[src/rtl/transf_buffer_ctrl.sv]
// Input-device transfer buffer: a circular FIFO that feeds the CPU write-back mux,
// with a sticky underflow flag and a prioritised status code.
module transf_buffer_ctrl #(
  parameter int DEPTH = 4,
  parameter int WIDTH = 32
) (
  input  logic                     clock,
  input  logic                     reset,
  input  logic [WIDTH-1:0]         InData,
  input  logic                     InValid,
  output logic                     InReady,
  input  logic                     Consume,
  input  logic                     IntAck,
  output logic [WIDTH-1:0]         TransfBuffer,
  output logic [2:0]               Interruption,
  output logic [$clog2(DEPTH):0]   Count
);

  localparam int PW = $clog2(DEPTH);
  localparam int CW = PW + 1;
  localparam logic [CW-1:0] FULL_LVL = CW'(DEPTH);

  logic [WIDTH-1:0] mem [DEPTH];
  logic [PW-1:0]    wr_ptr;
  logic [PW-1:0]    rd_ptr;
  logic [CW-1:0]    count;
  logic             underflow;

  logic full;
  logic empty;
  logic push;
  logic pop;

  assign full  = (count == FULL_LVL);
  assign empty = (count == '0);
  assign push  = InValid && !full;
  assign pop   = Consume && !empty;

  // Control state: pointers wrap naturally because DEPTH is a power of two.
  always_ff @(posedge clock) begin
    if (reset) begin
      wr_ptr    <= '0;
      rd_ptr    <= '0;
      count     <= '0;
      underflow <= 1'b0;
    end else begin
      if (push) wr_ptr <= wr_ptr + 1'b1;
      if (pop)  rd_ptr <= rd_ptr + 1'b1;
      case ({push, pop})
        2'b10:   count <= count + 1'b1;
        2'b01:   count <= count - 1'b1;
        default: count <= count;
      endcase
      // A set in the same cycle as an acknowledge must not be lost.
      if (Consume && empty)
        underflow <= 1'b1;
      else if (IntAck)
        underflow <= 1'b0;
    end
  end

  // Storage is never cleared; validity is defined only by pointers and count.
  always_ff @(posedge clock) begin
    if (push) mem[wr_ptr] <= InData;
  end

  always_comb begin
    InReady      = !full;
    Count        = count;
    TransfBuffer = empty ? '0 : mem[rd_ptr];
    if (underflow)
      Interruption = 3'b100;
    else if (full)
      Interruption = 3'b010;
    else if (!empty)
      Interruption = 3'b001;
    else
      Interruption = 3'b000;
  end

endmodule

[config.mk]
export PLATFORM = sky130hd
export DESIGN_NAME = transf_buffer_ctrl
export DESIGN_NICKNAME = d
export VERILOG_FILES = /design/src/rtl/transf_buffer_ctrl.sv
export SDC_FILE = /design/constraint.sdc
export NUM_CORES = 1
export LEC_CHECK = 0
export ABC_CLOCK_PERIOD_IN_PS = 2900
export CORE_ASPECT_RATIO = 1.4
export CORE_MARGIN = 1.5
export CORE_UTILIZATION = 30
export DETAILED_ROUTE_END_ITERATION = 7
export PLACE_DENSITY = 0.52
export SYNTH_ARGS = -nofsm -noshare
export SYNTH_HDL_FRONTEND = slang
export SYNTH_SLANG_ARGS = --single-unit
[constraint.sdc]
create_clock -name clock -period 2.9 [get_ports clock]
set_input_delay 0.58 -clock clock [delete_from_list [all_inputs] [get_ports clock]]
set_output_delay 0.58 -clock clock [all_outputs]
set_load 0.01 [all_outputs]
======== Yosys cells after proc, flatten, opt, wreduce, memory -nomap -nowiden ========
Memory sizes are Yosys's and may differ from the RTL's. A register that Yosys moved wholly into a read port is not among the register bits.
Index checks and enable logic that the tools add are counted.
word-level totals
  bits in registers ....................... 8
  bits in writable memories ............... 128
  input bits .............................. 37
  word-level logic and storage cells ...... 31
  memories ................................ 1
memory list
  memory  depth  bits a word  rd ports  clocked after Yosys merged registers in  wr ports  RTL line  source
  mem     4      32           1         1                                        1         23        logic [WIDTH-1:0] mem [DEPTH];
operators by class
  add/sub/neg operators ................... 4
  eq/ne operators ......................... 3
  muxes and demuxes ....................... 11
  reduce and logical (&&, ||, !) cells .... 8
operators with widths
  kind                   number
  $mux W32               1
  $mux W2                3
  $pmux W3 S2            1
  $mux W1                5
  $add A2 B1 Y2 const B  2
  $reduce_bool A2 Y1     2
  $add A3 B1 Y3 const B  1
  $eq A3 B3 Y1 const B   1
  $logic_and A1 B1 Y1    3
  $logic_not A3 Y1       1
  $mux W3                1
  $sub A3 B1 Y3 const B  1
  $eq A2 B1 Y1 const B   1
  $eq A2 B2 Y1 const B   1
  $logic_not A1 Y1       2

======== Longest topological paths before layout ========
  depth in word-level cells ............... 5
  mapped depth ............................ 9
  gate-level depth less buffers ........... 9

======== Worst setup path after synthesis ========
No wires, ideal clock.
  path type ............................... register to register
  start point ............................. reg count[0], in the netlist Count[0]
  end point ............................... mem mem[0][0] (enable)
  arrival time ............................ 1719 ps
  path slack .............................. 789 ps
  cell stages (with the launch flop) ...... 4
  buffers on the path ..................... 0
  period minus slack after synthesis ...... 2111 ps
  cell sequence ........................... dfxtp_1 nor2_1 a21boi_2 and2_1
between the ends
  word-level cells in the longest chain between the ends .. 5
RTL lines
  what                           RTL line  source
  from (decl)                    26        logic [CW-1:0] count;
  from (signal assigned)         50        2'b10: count <= count + 1'b1;
  from (signal assigned)         51        2'b01: count <= count - 1'b1;
  from (signal assigned)         52        default: count <= count;
  $eq A3 B3 Y1                   34        assign full = (count == FULL_LVL);
  $logic_not A1 Y1               36        assign push = InValid && !full;
  $logic_and A1 B1 Y1            36
  $mux W1                        64        if (push) mem[wr_ptr] <= InData;
  $mux W1 (not written as such)  64
  to (decl)                      23
No other way between the ends.

==> summary.md <==
| Metric | Value |
|---|---|
| Pleak | 2.32 nW |
| Area Growth Syn to Fin | 29.9% |
| CTS max path bufs | 2 |
| RSZ-0062 raised after global routing | no |
| CP Class | reg -> out |
| Netlist cell types | 28 |
| Reg-to-Reg End | Count[2] |
| CTS sink count | 138 |
| CTS tree | done |
| Top-level I/O count | 76 |
| Reg clk slew, reported paths | 0.06 ns |
| Final period util | 94.9% |
| Core Box Area | 17900 µm² |
| P per Cell Area | 936 nW/µm² |
| # setup viols final | 0 |
| HPWL after DPL | 6.66 mm |
| Largest cells by area after synthesis | edfxtp_1 70%, mux4_2 13%, dfxtp_1 3.6%, nor2b_4 2.8%, nor2b_1 2.5% |
| Via density | 4.35 |
| Worst hold path class | reg -> reg |
| Flop2flop setup slack | 0.76 ns |
| Critical-path maximum fanout | 13 |
| Fin Setup TNS | 0 ns |
| Post-synth top area share | 69.9% |
| Initial Utilization | 30.7% |
| Final nets | 401 |
| Setup Skew | 0.00748 ns |
| Startpoint Class | flip-flop |
| # fillers | 1652 |
| Post-synth top area cell | edfxtp_1 |
| CP Capture Point | TransfBuffer[25] |
| CTS root buffer | clkbuf_16 |
| Syn_area_per_cell | 20.9 µm² |
| CP endpoint kind | primary output |
| Antenna violations before repair | 0 |
| Setup bufs post-CTS | 0 |
| Peak VDD IR | 384 µV |
| Mapped Cells | 263 |
| Setup WS pre-CTS | 0.293 ns |
| Sequential element share of the synthesized area | 73.6% |
| Die area | 19200 µm² |
| Wire per inst | 17.5 µm |
| Final critical-path required period | 2.75 ns |
| Num CTS Buffers | 17 |
| FP Rows | 58 |
| RR Startpoint | Count[1] |
| Tot GR Track Use | 11.9% |
| Max Cap Viol | 0 |
| Diode count | 0 |
| PnR worst setup slack | 0.148 ns |
| GR Overflow Total | 0 |
| First-pass GRT wire length | 16.6 mm |
| Total Wirelength | 10.7 mm |
| H-tree depth | 4 |
| YS warnings | 0 |
| Vias in the first global route | 2907 |
| DRT iter0 DRCs | 179 |
| Die Y-Extent | 163 µm |
| CP Data Arrival Time | 2.17 ns |
| Status | complete, no violations |
| Largest net degree at the start of global routing | 36 |
| Worst Path Required | 2.32 ns |
| DRC | 0 |
| Layout cell share with drive strength beyond 1 | 25.6% |
| Relative slew slack | 73.9% |
| Fin. max-slew vios | 0 |
| Syn_nets | 306 |
| Vias | 2660 |
| Post-Syn Area | 5500 µm² |
| Yosys reg bits | 138 |
| Detail Route Antenna Nets | 0 |
| PortBufs | 75 |
| Depth of the most critical reg-to-reg path | 9 |
| Achievable frequency | 0.363 GHz |
| Worst-Skew Late Latency | 0.41 ns |
| Slew @ Worst Pin | 0.390 ns |
| Width of the die | 117 µm |
| Gpl congestion | 0.652 |
| Final Hold Viols | 0 |
| Initial DRT Pass Iterations | 4 |
[stage by stage]
| stage | hold slack [ns] | std cells | utilization, % | total power [mW] | cell area (µm²) |
|---|---|---|---|---|---|
| finish | 0.495 | 611 | 39.8 | 6.68 | 7140 |
| detailed placement | 0.478 | 579 | 36.6 | 4.70 | 6560 |
| global placement | 0.469 | 579 | 36.6 | 4.66 | 6560 |
| global route | 0.528 | 611 | 39.8 | 7.01 | 7140 |
| floorplan | 0.459 | 263 | - | 3.83 | 5500 |
| CTS | 0.496 | 611 | 39.8 | 6.82 | 7130 |
[critical path, stage by stage (launching register included)]
cell and delay [ns]:
dfxtp_2 0.36, buf_6 0.23, mux4_2 0.56, nor2b_4 0.14
clkdlybuf4s50_1 0.48
[cell families after synthesis]
family	after synthesis	synth area share, %
AND/OR/NAND/NOR	55	7.35
flip-flops	138	73.6
adder cells (fa/ha/maj)	6	1.50
buffers and inverters	19	2.62
AO/OA/AOI/OAI	8	0.956
multiplexers	34	13.5
XOR/XNOR	3	0.478
[cells in the mapped netlist]
library cell / number
a21boi_2: 1
a21oi_1: 3
a21oi_2: 1
and2_1: 4
buf_12: 3
buf_2: 4
buf_4: 1
buf_6: 2
clkbuf_1: 2
dfxtp_1: 10
edfxtp_1: 128
fa_1: 1
ha_1: 5
inv_1: 6
inv_2: 1
mux2_1: 1
mux2i_1: 1
mux4_2: 32
nand2_1: 2
nand2b_1: 2
nor2_1: 11
nor2b_1: 22
nor2b_4: 11
nor3_4: 1
o21ai_0: 2
o31ai_1: 1
or3_1: 2
xor2_1: 3
[registers in the layout (all words and copies together) (netlist names), named ones only]
register   flops
mem          128
underflow      1
rd_ptr         2
Count          3
wr_ptr         2
[worst min-delay path by stage]
stage / startpoint / to / slack, ns / depth (start not counted)
2_1_floorplan: rd_ptr[1] / flip-flop / 0.46 / 2
3_3_place_gp: rd_ptr[1] / flip-flop / 0.47 / 2
3_5_place_dp: rd_ptr[1] / flip-flop / 0.48 / 2
4_1_cts: rd_ptr[1] / flip-flop / 0.50 / 2
5_1_grt: wr_ptr[1] / wr_ptr[1] / 0.53 / 2
6_report: rd_ptr[1] / flip-flop / 0.50 / 2
[where the power goes]
group / leakage (nW) / total, mW / internal [mW] / switching (mW)
clock: 0.268 / 2.10 / 1.27 / 0.825
combinational: 0.797 / 2.09 / 1.15 / 0.940
sequential: 1.26 / 2.49 / 2.41 / 0.0834
[layout make-up]
cell class / instances / area, µm² / area share, %
clock buffer: 19 / 433 / 6.06
clock inverter: 13 / 143 / 2.00
inverter: 7 / 26.3 / 0.368
multi-input combinational: 106 / 1310 / 18.4
sequential: 138 / 4050 / 56.7
tap: 240 / 300 / 4.21
timing repair buffer: 88 / 877 / 12.3
[layer usage]
metal	up-vias	global-route usage, %	wire length (µm)
met4	0	4.88	150
met5	-	0	0
met3	11	3.11	363
met1	1375	13.1	4190
met2	51	21.7	5980
li1	1223	-	-
[layout by cell type (no fill, tap or decap), drive strengths merged]
master	count
and2	4
a21oi	4
mux2i	1
mux4	32
nand2b	2
ha	5
xor2	3
o21ai	2
clkdlybuf4s50	75
o31ai	1
bufinv	2
fa	1
a21boi	1
edfxtp	128
nand2	2
clkinvlp	4
dfxtp	10
nor3	1
clkinv	3
mux2	1
inv	11
clkbuf	19
nor2b	33
nor2	11
or3	2
buf	13
[timing repair]
action                     in CTS  in global routing
hold buffers                    0                  0
setup endpoints to repair       0                  2
gates resized for setup         0                  1
Power figures use the tool's default switching activity.
==> RTL edit 1, RTL diff (config.mk and constraints unchanged) <==
Change the parameter `WIDTH` from 32 to 16.
--- a/src/rtl/transf_buffer_ctrl.sv
+++ b/src/rtl/transf_buffer_ctrl.sv
@@ -4,3 +4,3 @@
   parameter int DEPTH = 4,
-  parameter int WIDTH = 32
+  parameter int WIDTH = 16
 ) (
Interface: changed (resized InData and TransfBuffer); port bits go from 76 to 44. The function was not compared with the original's and may differ.
==> RTL edit 1 against the original RTL <==
- final area shrank 44%
- setup slack gained 0.048 ns
- die area shrank 43%
- total power shrank 44%
- sequential power shrank 46%
- critical path type unchanged
- sequential cell count shrank 64
- critical path depth is the same
- wire length shrank 50%
- synthesized area shrank 44%
==> RTL edit 1: results (changes against the original RTL) <==
* Area post-placement at 0.003712 mm2 (-43%)
* Clock power frac at 30.5% (-0.9 points)
* Largest register FFs at 64 (-50%)
* Htree depth at 3 (-1)
* Number of enable flip-flop cells after synthesis at 64 (-50%)
* Clkbuf count at 10 (-9)
* Skew-Pair Late Insertion Delay at 0.32 ns (-0.09 ns)
* Fraction of area in multi-input gates at 21.75% (+3.4 points)
* Largest net degree at the start of global routing at 17 (-53%)
* Vias in the first global route at 1673 (-42%)
* Register area at 0.002122 mm2 (-48%)
* Nonclk buf count at 55 (-38%)
* Critical Path Slowest Stage Cell: mux4_1
* Seq power at 0.00135 W (-46%)
* Critical Path AT at 2.12 ns (-0.05 ns)
* DRT iter0 DRCs at 71 (-60%)
* Fillers at 920 (-44%)
* Syn Nets at 189 (-38%)
* Status: completed
* Worst VDD drop at 334.4 uV (-13%)
* Placer congestion estimate at 0.6609 (+1.3%)
* DP HPWL at 3.657 mm (-45%)
* Synth top cells by count: 64 x edfxtp_1, 11 x nor2_1, 10 x dfxtp_1, 10 x mux4_2, 10 x nor2b_4
* Avg WL per Cell at 14.93 um (-15%)
* Syn-to-layout area delta at 30.12%
* Share of cells above drive strength 1 at 24.44% (-1.2 points)
* P_leak at 1.394 nW (-40%)
* # port buffers at 43 (-43%)
* Cell Area, Synth at 0.003090 mm2 (-44%)
* Largest cells by area after synthesis: edfxtp_1 62%, mux4_2 7.3%, dfxtp_1 6.5%
RTL edit 1: cell types whose count changed in the layout (fill, tap and decap cells not counted), moves of 6 or more:
cell,unedited run,this run
nor2b_1,22,1
mux4_2,32,10
clkdlybuf4s50_1,75,43
edfxtp_1,128,64
and2b_2,0,6
mux4_1,0,6
clkbuf_16,17,9
RTL edit 1: logic make-up after synthesis:
group                    Yosys count  synth area share (%)
AO/OA/AOI/OAI                      8                 1.579
buffers and inverters             14                 3.036
flip-flops                        74                 68.66
adder cells (fa/ha/maj)            6                 2.672
multiplexers                      18                 13.08
AND/OR/NAND/NOR                   39                 10.12
XOR/XNOR                           3                0.8504
RTL edit 1: stage by stage:
step	cells	power [W]	setup slack [ns]	util, %
finish	360	0.003722	0.1961	40.40
global route	360	0.003932	0.08291	40.40
CTS	360	0.003793	0.1514	40.40
detailed placement	345	0.002643	0.2055	37.30
global placement	345	0.002637	0.2682	37.30
floorplan	162	0.002169	0.7534	-
RTL edit 1: path summary, 6_finish.rpt:
kind	to	slack (ns)	cells past startpoint
worst max-delay path	TransfBuffer[4]	0.20	4
worst min-delay path	rd_ptr[1]	0.49	2
worst max register to register	Count[2]	0.65	9
worst min register to register	rd_ptr[1]	0.49	2
RTL edit 1: worst reg2reg max path, cell delays in order (launching register included):
cell      delay (ns)
dfxtp_1         0.38
nor2_1          0.23
a21boi_2        0.15
inv_1           0.09
ha_1            0.19
inv_1           0.06
fa_1            0.38
xor2_1          0.16
or3_2           0.41
a21oi_1         0.14
RTL edit 1: per-layer routing:
layer / vias up / wire length (um) / track usage [%]
met3: 8 / 194 / 2.670
li1: 736 / - / -
met5: - / 0 / 0
met4: 0 / 112 / 5.859
met1: 764 / 2156 / 12.31
met2: 28 / 2913 / 19.51
==> RTL edit 2, RTL diff (config.mk and constraints unchanged) <==
Made on the original files. Reset style: asynchronous (`reset`), changed in one clocked block.
--- a/src/rtl/transf_buffer_ctrl.sv
+++ b/src/rtl/transf_buffer_ctrl.sv
@@ -39,3 +39,3 @@
   // Control state: pointers wrap naturally because DEPTH is a power of two.
-  always_ff @(posedge clock) begin
+  always_ff @(posedge clock or posedge reset) begin
     if (reset) begin
Check against the original RTL: differs if reset is asserted again (counterexample within 4 cycles, from zero or initial values and one cycle with reset high); with reset held inactive, the same outputs for 10 cycles.
==> RTL edit 2 against the original RTL <==
- total power is 14% higher
- clock skew is 0.0019 ns higher
- highest routed layer is now met5
- combinational power is 32% higher
- setup slack worse by 0.050 ns
- sequential cell count is 2 lower
- critical path depth stayed put
- final area is 1.5% lower
- synthesized area is 3.0% lower
- sequential share of layout area is 0.89 points higher
- largest cell class unchanged
- wire length is 1.2% lower
==> RTL edit 2: results (changes against the original RTL) <==
* Syn Nets at 292 (-4.6%)
* Xor/xnor cell area share of the yosys netlist at 0.9857% (+0.51 points)
* Sequential cell area fraction in the yosys report at 75.85% (+2.3 points)
* Async S/R FF share, synth at 5.882% (+5.9 points)
* P_leak at 2.372 nW (+2.1%)
* Status: completed
* Vias per cell at 4.365 (+0.27%)
* Total GRT Usage at 12.37% (+0.51 points)
* Post-synthesis adder-cell area fraction at 1.549% (+0.046 points)
* Synth top cells by count: 128 x edfxtp_1, 33 x nor2b_1, 32 x mux4_2, 8 x dfrtp_1, 7 x inv_1
* Largest net degree at the start of global routing at 23 (-36%)
* Initial antenna violation count at 2 (+2)
* Worst clock skew at 0.009350 ns (+0.001866 ns)
* Share of cells above drive strength 1 at 24.09% (-1.5 points)
* Critical Path AT at 2.22 ns (+0.05 ns)
* Avg WL per Cell at 17.77 um (+1.6%)
* Worst VDD drop at 348.6 uV (-9.3%)
* Slew @ Worst Pin at 0.3693 ns (-0.02026 ns)
* Largest cells by area after synthesis: edfxtp_1 72%, mux4_2 14%, nor2b_1 3.9%
* Placer congestion estimate at 0.6599 (+1.2%)
* Critical Path Slowest Stage Cell: dfrtp_4
* Fillers at 1629 (-1.4%)
* Mux contribution to synthesized area at 13.92% (+0.42 points)
* DRT iter0 DRCs at 95 (-47%)
* Area post-placement at 0.006440 mm2 (-1.8%)
* Max FO, Critical Path at 12 (-1)
* Vias in the first global route at 2813 (-3.2%)
==> RTL edit 2: per-layer routing <==
metal / part of all wire, % / track usage (%) / vias up / wire [um]
li1: - / - / 1179 / -
met1: 40 / 14.43 / 1350 / 4185
met2: 54 / 20.93 / 48 / 5736
met3: 4.4 / 3.623 / 14 / 468
met4: 1.4 / 5.488 / 2 / 153
met5: 0.11 / 0 / - / 12
==> RTL edit 2: repair_timing <==
item,4_1_cts,5_1_grt
gates resized for setup,0,3
buffers inserted,0,0
setup endpoints to repair,0,11
==> RTL edit 2: through the flow <==
stage               worst slack [ns]  std cells  power (W)  hold slack [ns]
CTS                         0.003293        593   0.007762           0.4126
global placement              0.4529        561   0.005629           0.5266
finish                       0.09786        594   0.007624           0.4196
floorplan                     0.7704        249   0.004312           0.3957
global route                0.004160        593   0.008032           0.4390
detailed placement            0.4504        561   0.005659           0.5321
==> RTL edit 2: where the power goes <==
group          total [W]  switching (W)  leakage [nW]  internal (W)
clock network    0.00209       0.000873         0.274       0.00121
logic            0.00275        0.00123         0.833       0.00153
registers        0.00279       0.000174          1.27       0.00261
==> RTL edit 2: worst paths after layout <==
check,startpoint,end,depth (start not counted)
min in group clock,wr_ptr[0],wr_ptr[0],1
max in group asynchronous,reset,rd_ptr[1],2
max reg2reg,Count[0],Count[2],8
min,reset,wr_ptr[1],2
max,rd_ptr[1],TransfBuffer[31],4
min reg2reg,wr_ptr[0],wr_ptr[0],1
==> RTL edit 2: final cells by class <==
cell class	count	area [um2]	share of cell area, %
multi-input cells	93	1179	16.76
clock inverters	15	155.1	2.206
diodes	1	2.502	0.03559
well taps	236	295.3	4.199
inverters	7	26.28	0.3737
repair buffers	89	899.6	12.79
clock buffers	17	425.4	6.050
flip-flops and latches	136	4049	57.58
